[src/rtl/mol7_serial_divisibility_if.sv]
// Serial data path bundle for the divisibility checker: one input bit per clock plus the flag.
// Optional rem_out signal is present when MOL7_REM_OUT_EN is defined.
interface mol7_serial_divisibility_if #(
    parameter int unsigned MOD = 7,
    parameter int unsigned RW  = $clog2(MOD)
);
    logic          data_in;
    logic          vld;
`ifdef MOL7_REM_OUT_EN
    logic [RW-1:0] rem_out;

    modport master (output data_in, input vld, input rem_out);
    modport slave  (input data_in, output vld, output rem_out);
`else
    modport master (output data_in, input vld);
    modport slave  (input data_in, output vld);
`endif
endinterface

[src/rtl/mol7_serial_divisibility.sv]
// Bit-serial MSB-first divisibility detector: vld flags every cycle the stream so far is 0 mod MOD.
// Optional macro MOL7_REM_OUT_EN exposes the registered remainder on the interface as rem_out.
module mol7_serial_divisibility #(
    parameter int unsigned MOD = 7,
    parameter int unsigned RW  = $clog2(MOD)
) (
    input logic                       clk,
    input logic                       rst_n,
    mol7_serial_divisibility_if.slave bus
);
    localparam logic [RW:0] MOD_W = (RW+1)'(MOD);

    logic [RW-1:0] rem_q, rem_d;
    logic          vld_q, vld_d;
    logic [RW:0]   sum;

    // 2*rem + bit is always < 2*MOD, so one conditional subtract fully reduces it;
    // unreachable encodings (rem >= MOD) collapse back to 0 with vld low.
    always_comb begin
        sum   = {rem_q, bus.data_in};
        rem_d = '0;
        vld_d = 1'b0;
        if ({1'b0, rem_q} < MOD_W) begin
            rem_d = (sum >= MOD_W) ? RW'(sum - MOD_W) : sum[RW-1:0];
            vld_d = (rem_d == '0);
        end
    end

    always_ff @(posedge clk) begin
        if (!rst_n) begin
            rem_q <= '0;
            vld_q <= 1'b0;
        end else begin
            rem_q <= rem_d;
            vld_q <= vld_d;
        end
    end

    assign bus.vld = vld_q;
`ifdef MOL7_REM_OUT_EN
    assign bus.rem_out = rem_q;
`endif
endmodule

[src/flat_wrapper.sv]
// flat-port wrapper written by rule: the top's interface ports become plain ports
module mol7_serial_divisibility_flat 
#(
    parameter int unsigned MOD = 7,
    parameter int unsigned RW  = $clog2(MOD)
)
  (clk, rst_n, bus_data_in, bus_vld);
  mol7_serial_divisibility_if #(.MOD(MOD), .RW(RW)) bus_i ();
  input logic clk;
  input logic rst_n;
  input wire logic [$bits(bus_i.data_in)-1:0] bus_data_in;
  output wire logic [$bits(bus_i.vld)-1:0] bus_vld;
  assign bus_i.data_in = bus_data_in;
  assign bus_vld = bus_i.vld;
  mol7_serial_divisibility #(.MOD(MOD), .RW(RW)) u_core (.clk(clk), .rst_n(rst_n), .bus(bus_i));
endmodule
[config.mk]
export PLATFORM = sky130hd
export DESIGN_NAME = mol7_serial_divisibility_flat
export DESIGN_NICKNAME = d
export VERILOG_FILES = /design/src/rtl/mol7_serial_divisibility_if.sv /design/src/rtl/mol7_serial_divisibility.sv /design/src/flat_wrapper.sv
export SDC_FILE = /design/constraint.sdc
export NUM_CORES = 1
export LEC_CHECK = 0
export CORE_AREA = 2 2 39 41
export DETAILED_ROUTE_END_ITERATION = 16
export DIE_AREA = 0 0 41 43
export PLACE_DENSITY = 0.41
export SYNTH_ARGS = -nofsm -noshare
export SYNTH_HDL_FRONTEND = slang
export SYNTH_SLANG_ARGS = --single-unit
export TNS_END_PERCENT = 50
[constraint.sdc]
create_clock -name clk -period 1.8 [get_ports clk]
set_clock_uncertainty 0.1 [all_clocks]
set_input_delay 0.36 -clock clk [delete_from_list [all_inputs] [get_ports clk]]
set_output_delay 0.36 -clock clk [all_outputs]
set_load 0.1 [all_outputs]
[After elaboration in Yosys (flattened, before gate mapping)]
Index checks and enable logic that the tools add are counted.
Storage, ports and cells
  logic and storage cells: 8
  output and inout bits: 1
  flip-flop bits (word level): 4
  bits of input ports: 3
Operators by class
  reductions and logical operators: 2
  multiplexer cells: 1
  add/sub/neg operators: 1
  order comparisons: 2
Operators by type and width (number)
  greater-or-equal comparator 4 x 3 -> 1 bit (second input constant): 1
  logical NOT 3 bit: 1
  < comparator 3 bit (second input constant): 1
  two-way mux 3 bit: 1
  subtractor 3 bit (second input constant): 1
  AND reduction 2 bit: 1

[Depth between registers and ports, before layout]
Gate-level depths: netlist (run 1).
  depth after elaboration: 3
  gate-level depth with buffers: 4
  gate-level depth less buffers: 4

[Least setup slack after synthesis (run 1)]
OpenSTA, ideal clock, no wires.
  kind: reg-to-output
  start: reg u_core.vld_q (netlist: u_core.bus.vld)
  end: out bus_vld
  path slack: 431 ps
  data required time: 1340 ps
  data arrival time: 909 ps
  stages on the path, launching flop included: 1
  cells stage by stage: dfxtp_1
RTL lines
  start: declaration: line mol7_serial_divisibility.sv:14  | logic vld_q, vld_d;
  start signal: assignment: line mol7_serial_divisibility.sv:35  | vld_q <= vld_d;
  end: declaration: line flat_wrapper.sv:12  | output wire logic [$bits(bus_i.vld)-1:0] bus_vld;
No word-level cell between the ends.

[Worst setup path after layout (run 1)]
  start: in bus_data_in
  end: reg u_core.vld_q (netlist: u_core.bus.vld)
Between the ends
  cells in the longest elaborated chain, start to end: 3
  elaborated cells between the ends (all ways): 4
  classes of those cells: add/sub: 1; order compare: 1; mux: 1; reduce/logical: 1
Ends and longest elaborated chain
  start: declaration: line flat_wrapper.sv:11  | input wire logic [$bits(bus_i.data_in)-1:0] bus_data_in;
  greater-or-equal comparator 4 x 3 -> 1 bit or subtractor 3 bit (tied branches): line mol7_serial_divisibility.sv:24  | rem_d = (sum >= MOD_W) ? RW'(sum - MOD_W) : sum[RW-1:0];
  two-way mux 3 bit (*): line mol7_serial_divisibility.sv:24
  logical NOT 3 bit (*): line mol7_serial_divisibility.sv:25  | vld_d = (rem_d == '0);
Mark *: on every way between the ends. The rest lies on a longest branch, timed or not.
A chain may end at the register's enable or synchronous reset.

==> impl_metrics.json, run 1 <==
{
  "status": "complete, no violations",
  "relSlewSlack_pct": 82.26,
  "rsz0062_at_grt": "no",
  "seq_area_um2": 80.08,
  "fin_util_pct": 23.15,
  "crit_fanout": 4,
  "synth_seq_cells": 4,
  "clkSinkCount": 4,
  "vias": 215,
  "portBuffers": 3,
  "cts_buffers": 3,
  "track_usage_pct": 7.530,
  "ctsLongestPathBuffers": 2,
  "peakVddDrop_mv": 0.2950,
  "yosysWarningCount": 0,
  "area_delta_synth_final_pct": 36.90,
  "drv_slew": 0,
  "period_share_pct": 86.30,
  "fp.dieH_um": 43,
  "syn-cell-area_um2": 234.0,
  "final_nets": 38,
  "layout_commonest_cell": "dfxtp_1",
  "ant_nets": 0,
  "die_w_um": 41,
  "worstSetupPathType": "in -> reg",
  "row_count": 14,
  "yosysUniqueCellTypes": 18,
  "async_reset_ff_share_pct": 0,
  "leakage_nw": 0.1232,
  "htreeDepth": 1,
  "place_inst": 45,
  "min_period_ps": 1553,
  "antenna_found_initial": 0,
  "stdcell_count": 48,
  "fmax_mhz": 643.7,
  "postSynthCellCount": 25,
  "routedWlPerCell_um": 9.188,
  "yosysSeqAreaShare_pct": 34.22,
  "final_area_um2": 320.3,
  "crit_required_ps": 1880,
  "post-cts-setup-buffers": 0,
  "drive_gt1_share_pct": 25.00,
  "clk_pin_slew_ps": 40,
  "tightest_slew_ps": 262.4,
  "grt.busiest_layer": "met2",
  "clock_latency_ps": 230,
  "drt-total-wl_um": 441,
  "grt_pass1_wl_um": 834,
  "hold_class": "reg -> reg",
  "n_antenna_cell": 0,
  "place_congestion": 0.7963,
  "multiInputGateArea_um2": 142.6,
  "routed_via_density": 4.479,
  "cts_hold_buf": 0,
  "synth-edff-count": 0,
  "core_area_mm2": 0.001384,
  "cp.arrival_ps": 1630,
  "drc": 0,
  "overflow": 0,
  "cts_tree": "done",
  "syn_avg_cell_area_um2": 9.359,
  "worstSetupStartpointType": "primary input",
  "clockRootBuffer": "clkbuf_4",
  "dp_hpwl_um": 348.8,
  "p_per_area_mw_per_mm2": 853.3,
  "first_pass_iters": 4,
  "die-area_mm2": 0.001763,
  "postPlaceCellArea_um2": 297.8,
  "setup_viol": 0,
  "crit_path_end_kind": "register",
  "start_util_pct": 16.91,
  "layout_common_cells": "dfxtp_1 (4), nand2_1 (3), clkbuf_4 (3)",
  "grt.met1_usage_pct": 8.039,
  "fillers": 153,
  "reg2regPathDepth": 3,
  "syn_nets": 29,
  "grt_max_degree": 9,
  "hold_viol": 0,
  "grtUsageMet3_pct": 6.806,
  "io_pins": 4,
  "cap_violations": 0,
  "first_global_vias": 209,
  "drtIter0Drc": 5,
  "min_delay_path_depth": 1,
  "post_cts_resized": 0,
  "use_met2_pct": 9.688,
  "synth_top_flop_cell": "dfxtp_1"
}
-- metrics by stage --
stage / hold WS, ps / TNS, ps / total power [mW] / setup WS [ps]
final: 458.8 / 0 / 0.2733 / 246.6
after floorplan: 391.2 / 0 / 0.1451 / 431.0
after global routing: 499.9 / 0 / 0.2944 / 186.3
after CTS: 459.0 / 0 / 0.2795 / 250.5
after detailed placement: 441.5 / 0 / 0.1673 / 20.62
after global placement: 448.0 / -0.6165 / 0.1668 / -0.6165
-- flip-flops by register name, indices dropped and copies added (netlist names) --
signal,cells
u_core.rem_q,3
u_core.bus.vld,1
-- where the power goes --
group | switching (mW) | internal, mW
combinational | 0.0313 | 0.0278
clock | 0.0331 | 0.0743
sequential | 0.0108 | 0.0960
total | 0.0752 | 0.198
-- layer usage --
metal  wire [µm]  vias to the layer above
li1            -                      109
met2         198                        4
met4           0                        0
met5           0                        -
met1         213                      102
met3          29                        0
-- critical path: stages --
cell and delay (ps):
clkdlybuf4s50_1 420, ha_1 360, nor4b_1 310, o311a_1 180
-- worst paths after layout --
kind / startpoint / slack [ps] / to
max: bus_data_in / 250 / u_core.bus.vld$_SDFF_PN0_
min: u_core.rem_q[2]$_SDFF_PN0_ / 460 / u_core.rem_q[0]$_SDFF_PN0_
max reg2reg: u_core.rem_q[0]$_SDFF_PN0_ / 410 / u_core.bus.vld$_SDFF_PN0_
min reg2reg: u_core.rem_q[2]$_SDFF_PN0_ / 460 / u_core.rem_q[0]$_SDFF_PN0_
-- logic make-up after synthesis --
logic type / synth area share (%)
simple gates: 24.60
fa+ha+maj: 5.347
xor+xnor: 3.744
flops: 34.23
buf+inv: 4.812
compound gates: 27.28
-- cell usage after synthesis (2+ instances only) --
master	number	area (µm²)
dfxtp_1	4	80.08
a21oi_1	2	10.01
nand2_1	3	11.26
nand3b_1	2	15.01
-- cell type report --
class | count | area share [%]
clock buffers | 3 | 7.031
flip-flops and latches | 4 | 25.00
well taps | 16 | 6.250
repair buffers | 5 | 17.19
multi-input cells | 20 | 44.53
Power figures use the tool's default switching activity.
==> inputs of run 2 (changes only) <==
==> constraint.sdc (replaced) <==
create_clock -name clk -period 1.67 [get_ports clk]
set_clock_uncertainty 0.1 [all_clocks]
set_input_delay 0.334 -clock clk [delete_from_list [all_inputs] [get_ports clk]]
set_output_delay 0.334 -clock clk [all_outputs]
set_load 0.1 [all_outputs]
==> run 2 against run 1 <==
Effect of this change: power up 11%; worst setup slack got worse by 100 ps; sequential power rose by 6%; global-route usage up 0.59 points; die area stayed put; hold slack gained 18 ps; critical path depth did not move; clock power grew 13%.
==> impl_metrics.json, run 2 (synthesis results as in run 1) <==
{
  "row_count": 14,
  "antenna_found_initial": 0,
  "wl_met1_um": 221,
  "top_register": "u_core.rem_q",
  "start_util_pct": 16.91,
  "first_global_vias": 206,
  "clockRootBuffer": "clkbuf_4",
  "final_nets": 39,
  "hp-start": "u_core.rem_q[2]$_SDFF_PN0_",
  "setup_viol": 0,
  "crit_path_end_kind": "register",
  "max_stage_delay_ps": 430,
  "power_switching_mw": 0.08627,
  "n_antenna_cell": 0,
  "swShare_pct": 28.54,
  "cts_hold_buf": 0,
  "p_per_area_mw_per_mm2": 922.0,
  "worst-r2r-setup-slack_ps": 410,
  "p_int_mw": 0.2160,
  "fp.dieH_um": 43,
  "cap_violations": 0,
  "die_w_um": 41,
  "post-cts-setup-buffers": 0,
  "rsz0062_at_grt": "no",
  "worstSetupPathType": "in -> reg",
  "drt-total-wl_um": 469,
  "r2r_end": "u_core.bus.vld$_SDFF_PN0_",
  "tightest_slew_ps": 281.0,
  "overflow": 0,
  "reg2regPathDepth": 3,
  "post_cts_resized": 0,
  "clkSinkCount": 4,
  "cp_slowest_cell": "clkdlybuf4s50_1",
  "status": "complete, no violations",
  "routed_via_density": 4.469,
  "core_area_mm2": 0.001384,
  "ctsLongestPathBuffers": 2,
  "place_congestion": 0.7955,
  "worstSetupStartpointType": "primary input",
  "fin_util_pct": 23.69,
  "area_delta_synth_final_pct": 40.11,
  "layout_common_cells": "dfxtp_1 (4), nand2_1 (3), clkbuf_4 (3), buf_4 (3)",
  "cts_buffers": 3,
  "vias": 219,
  "track_usage_pct": 8.116,
  "min_delay_worst_endpoint": "u_core.rem_q[1]$_SDFF_PN0_",
  "min_delay_path_depth": 1,
  "highest-signal-layer": "met3",
  "path_cells": "clkdlybuf4s50_1 -> ha_1 -> nor4b_1 -> o311a_1",
  "layout_commonest_cell": "dfxtp_1",
  "io_pins": 4,
  "htreeDepth": 1,
  "largest_reg_flops": 3,
  "grt_max_degree": 9,
  "ant_nets": 0,
  "leakage_nw": 0.1283,
  "clock_power_share_pct": 40.1,
  "drive_gt1_share_pct": 27.27,
  "grt_pass1_wl_um": 924,
  "route.met2.wl_um": 197,
  "portBuffers": 3,
  "peakVddDrop_mv": 0.4654,
  "drc": 0,
  "crit_fanout": 4,
  "first_pass_iters": 4,
  "clk_pin_slew_ps": 40,
  "die-area_mm2": 0.001763,
  "crit_required_ps": 1750,
  "hold_viol": 0,
  "seq_power_share_pct": 37.3,
  "min_period_ps": 1525,
  "hold_class": "reg -> reg",
  "wl_met3_um": 50,
  "timing.rr.start": "u_core.rem_q[0]$_SDFF_PN0_",
  "fmax_mhz": 655.7,
  "period_share_pct": 91.32,
  "cp.arrival_ps": 1610,
  "drv_slew": 0,
  "clock_latency_ps": 240,
  "cts_tree": "done",
  "drtIter0Drc": 13,
  "relSlewSlack_pct": 81.24,
  "routedWlPerCell_um": 9.571,
  "comb_power_share_pct": 22.6,
  "finalPower_mw": 0.3023
}
run 2: cell count changes in the layout (fill, tap and decap cells not counted):
cell | before | now
buf_4 | 2 | 3
run 2: power by group through the flow:
stage / registers, mW / logic (mW) / clock network, mW
detailed placement: 0.114 / 0.0682 / 0
global route: 0.114 / 0.0752 / 0.137
finish: 0.113 / 0.0683 / 0.121
CTS: 0.113 / 0.0688 / 0.128
floorplan: 0.127 / 0.0292 / 0
global placement: 0.114 / 0.0688 / 0
run 2: layout make-up:
cell class / instances / area [µm²]
repair buffers: 6 / 62.56
well taps: 16 / 20.02
clock buffers: 3 / 22.52
flip-flops and latches: 4 / 80.08
fillers: 153 / 1056
multi-input cells: 20 / 142.6
run 2: per-layer routing:
layer,up-vias,GRT usage [%]
met5,-,0
met4,0,2.000
met3,0,8.377
met2,8,8.125
met1,97,11.50
li1,114,-
run 2: worst max path at each step:
stage	to	slack, ps	from	cells past startpoint
finish	u_core.bus.vld$_SDFF_PN0_	140	bus_data_in	4
global route	u_core.bus.vld$_SDFF_PN0_	40	bus_data_in	4
CTS	u_core.bus.vld$_SDFF_PN0_	140	bus_data_in	4
detailed placement	u_core.bus.vld$_SDFF_PN0_	-90	bus_data_in	4
global placement	u_core.bus.vld$_SDFF_PN0_	-90	bus_data_in	4
floorplan	bus_vld	330	u_core.bus.vld$_SDFF_PN0_	0
run 2: critical path: cells and delay by family:
family	cells	cell delay, ps
buffers and inverters	1	430
and+or+nand+nor	1	310
adders and majority gates	1	360
AOI/OAI and AO/OA	1	180
run 2: metrics by stage:
stage / TNS, ps / area [µm²] / instances / hold slack, ps / worst slack (ps)
after detailed placement: -172.6 / 305.3 / 46 / 466.3 / -92.32
after global routing: 0 / 327.8 / 49 / 497.0 / 41.61
after CTS: 0 / 327.8 / 49 / 481.5 / 142.6
after global placement: -170.3 / 305.3 / 46 / 463.8 / -94.92
after floorplan: 0 / 234.0 / 25 / 365.2 / 327.0
final: 0 / 327.8 / 49 / 477.2 / 145.0
==> inputs of run 3 (changes only) <==
--- a/config.mk
+++ b/config.mk
@@ -5,9 +5,9 @@
 export SDC_FILE = /design/constraint.sdc
 export NUM_CORES = 1
 export LEC_CHECK = 0
-export CORE_AREA = 2 2 39 41
+export CORE_AREA = 10 10 47 49
 export DETAILED_ROUTE_END_ITERATION = 16
-export DIE_AREA = 0 0 41 43
+export DIE_AREA = 0 0 57 59
 export PLACE_DENSITY = 0.41
 export SYNTH_ARGS = -nofsm -noshare
 export SYNTH_HDL_FRONTEND = slang
==> run 3 against run 2 <==
Effect of this change: sequential power about the same; clock power decreased by 4%; power fell by 2.1%; critical endpoint unchanged.
==> impl_metrics.json, run 3 (synthesis results as in run 1) <==
{
  "status": "complete, no violations",
  "worstSetupStartpointType": "primary input",
  "power_switching_mw": 0.08231,
  "clock_latency_ps": 230,
  "cap_violations": 0,
  "highest-signal-layer": "met3",
  "postPlaceCellArea_um2": 297.8,
  "setup_viol": 0,
  "reg2regPathDepth": 3,
  "min_delay_worst_endpoint": "u_core.rem_q[0]$_SDFF_PN0_",
  "wl_met3_um": 34,
  "seq_power_share_pct": 38.9,
  "clkSinkCount": 4,
  "portBuffers": 3,
  "die_w_um": 57,
  "clockRootBuffer": "clkbuf_4",
  "tightest_slew_ps": 266.9,
  "post-cts-setup-buffers": 0,
  "cts_buffers": 3,
  "start_util_pct": 16.70,
  "relSlewSlack_pct": 81.95,
  "p_per_area_mw_per_mm2": 923.9,
  "fmax_mhz": 651.4,
  "first_global_vias": 235,
  "fillers": 159,
  "hold_viol": 0,
  "drv_slew": 0,
  "largest_reg_flops": 3,
  "worst-r2r-setup-slack_ps": 280,
  "cts_hold_buf": 0,
  "timing.rr.start": "u_core.rem_q[0]$_SDFF_PN0_",
  "peakVddDrop_mv": 0.4468,
  "htreeDepth": 1,
  "fin_util_pct": 22.86,
  "place_congestion": 0.8067,
  "layout_commonest_cell": "dfxtp_1",
  "overflow": 0,
  "place_inst": 45,
  "wl_met1_um": 256,
  "area_delta_synth_final_pct": 36.90,
  "routedWlPerCell_um": 10.79,
  "track_usage_pct": 3.665,
  "worstSetupPathType": "in -> reg",
  "leakage_nw": 0.1232,
  "die-area_mm2": 0.003363,
  "period_share_pct": 91.92,
  "finalPower_mw": 0.2959,
  "drtIter0Drc": 5,
  "dp_hpwl_um": 412.4,
  "vias": 220,
  "crit_start": "bus_data_in",
  "io_pins": 4,
  "crit_fanout": 4,
  "r2r_end": "u_core.bus.vld$_SDFF_PN0_",
  "crit_required_ps": 1750,
  "min_delay_path_depth": 1,
  "p_int_mw": 0.2136,
  "fp.dieH_um": 59,
  "hold_class": "reg -> reg",
  "final_nets": 38,
  "final_area_um2": 320.3,
  "n_antenna_cell": 0,
  "cts_tree": "done",
  "stdcell_count": 48,
  "comb_power_share_pct": 21.9,
  "pre_cts_ws_ps": -87.39,
  "hp-start": "u_core.rem_q[2]$_SDFF_PN0_",
  "layout_setup_ws_ps": 134.9,
  "route.met2.wl_um": 227,
  "fin_tns_setup_ps": 0,
  "row_count": 14,
  "swShare_pct": 27.81,
  "drt-total-wl_um": 518,
  "grt_pass1_wl_um": 959,
  "antenna_found_initial": 0,
  "ant_nets": 0,
  "routed_via_density": 4.583,
  "rsz0062_at_grt": "no",
  "drive_gt1_share_pct": 25.00,
  "hold_ws_ps": 473.3,
  "first_pass_iters": 4,
  "min_period_ps": 1535,
  "post_cts_resized": 0,
  "cp.arrival_ps": 1610,
  "grt_max_degree": 9,
  "ctsLongestPathBuffers": 2,
  "clock_power_share_pct": 39.2,
  "core_area_mm2": 0.001401,
  "top_register": "u_core.rem_q",
  "drc": 0,
  "clk_pin_slew_ps": 40,
  "crit_path_end_kind": "register",
  "layout_common_cells": "dfxtp_1 (4), nand2_1 (3), clkbuf_4 (3)"
}
run 3: cell count changes in the layout (fill, tap and decap cells not counted), sizes merged:
cell  delta
buf      -1
run 3: how the worst max path moves through the flow:
stage                                           end  depth (start not counted)
after global routing      u_core.bus.vld$_SDFF_PN0_                          4
after floorplan                             bus_vld                          0
final                     u_core.bus.vld$_SDFF_PN0_                          4
after CTS                 u_core.bus.vld$_SDFF_PN0_                          4
after global placement    u_core.bus.vld$_SDFF_PN0_                          4
after detailed placement  u_core.bus.vld$_SDFF_PN0_                          4
run 3: metal layers:
layer | track usage [%] | vias up
li1 | - | 111
met1 | 4.368 | 103
met2 | 4.651 | 6
met3 | 3.004 | 0
met4 | 1.342 | 0
met5 | 0 | -
run 3: worst max-delay path, stage by stage:
cell             delay, ps
clkdlybuf4s50_1        430
ha_1                   360
nor4b_1                310
o311a_1                180
run 3: area by class of cell:
class	instances	area, µm²	area share [%]
flip-flops and latches	4	80.08	25.00
clock buffers	3	22.52	7.031
repair buffers	5	55.05	17.19
well taps	16	20.02	6.250
multi-input cells	20	142.6	44.53
run 3: power groups by stage:
stage | logic (mW) | registers, mW | clock network [mW]
finish | 0.0649 | 0.115 | 0.116
CTS | 0.0657 | 0.115 | 0.123
global route | 0.0702 | 0.117 | 0.129
global placement | 0.0637 | 0.116 | 0
detailed placement | 0.0652 | 0.116 | 0
floorplan | 0.0292 | 0.127 | 0
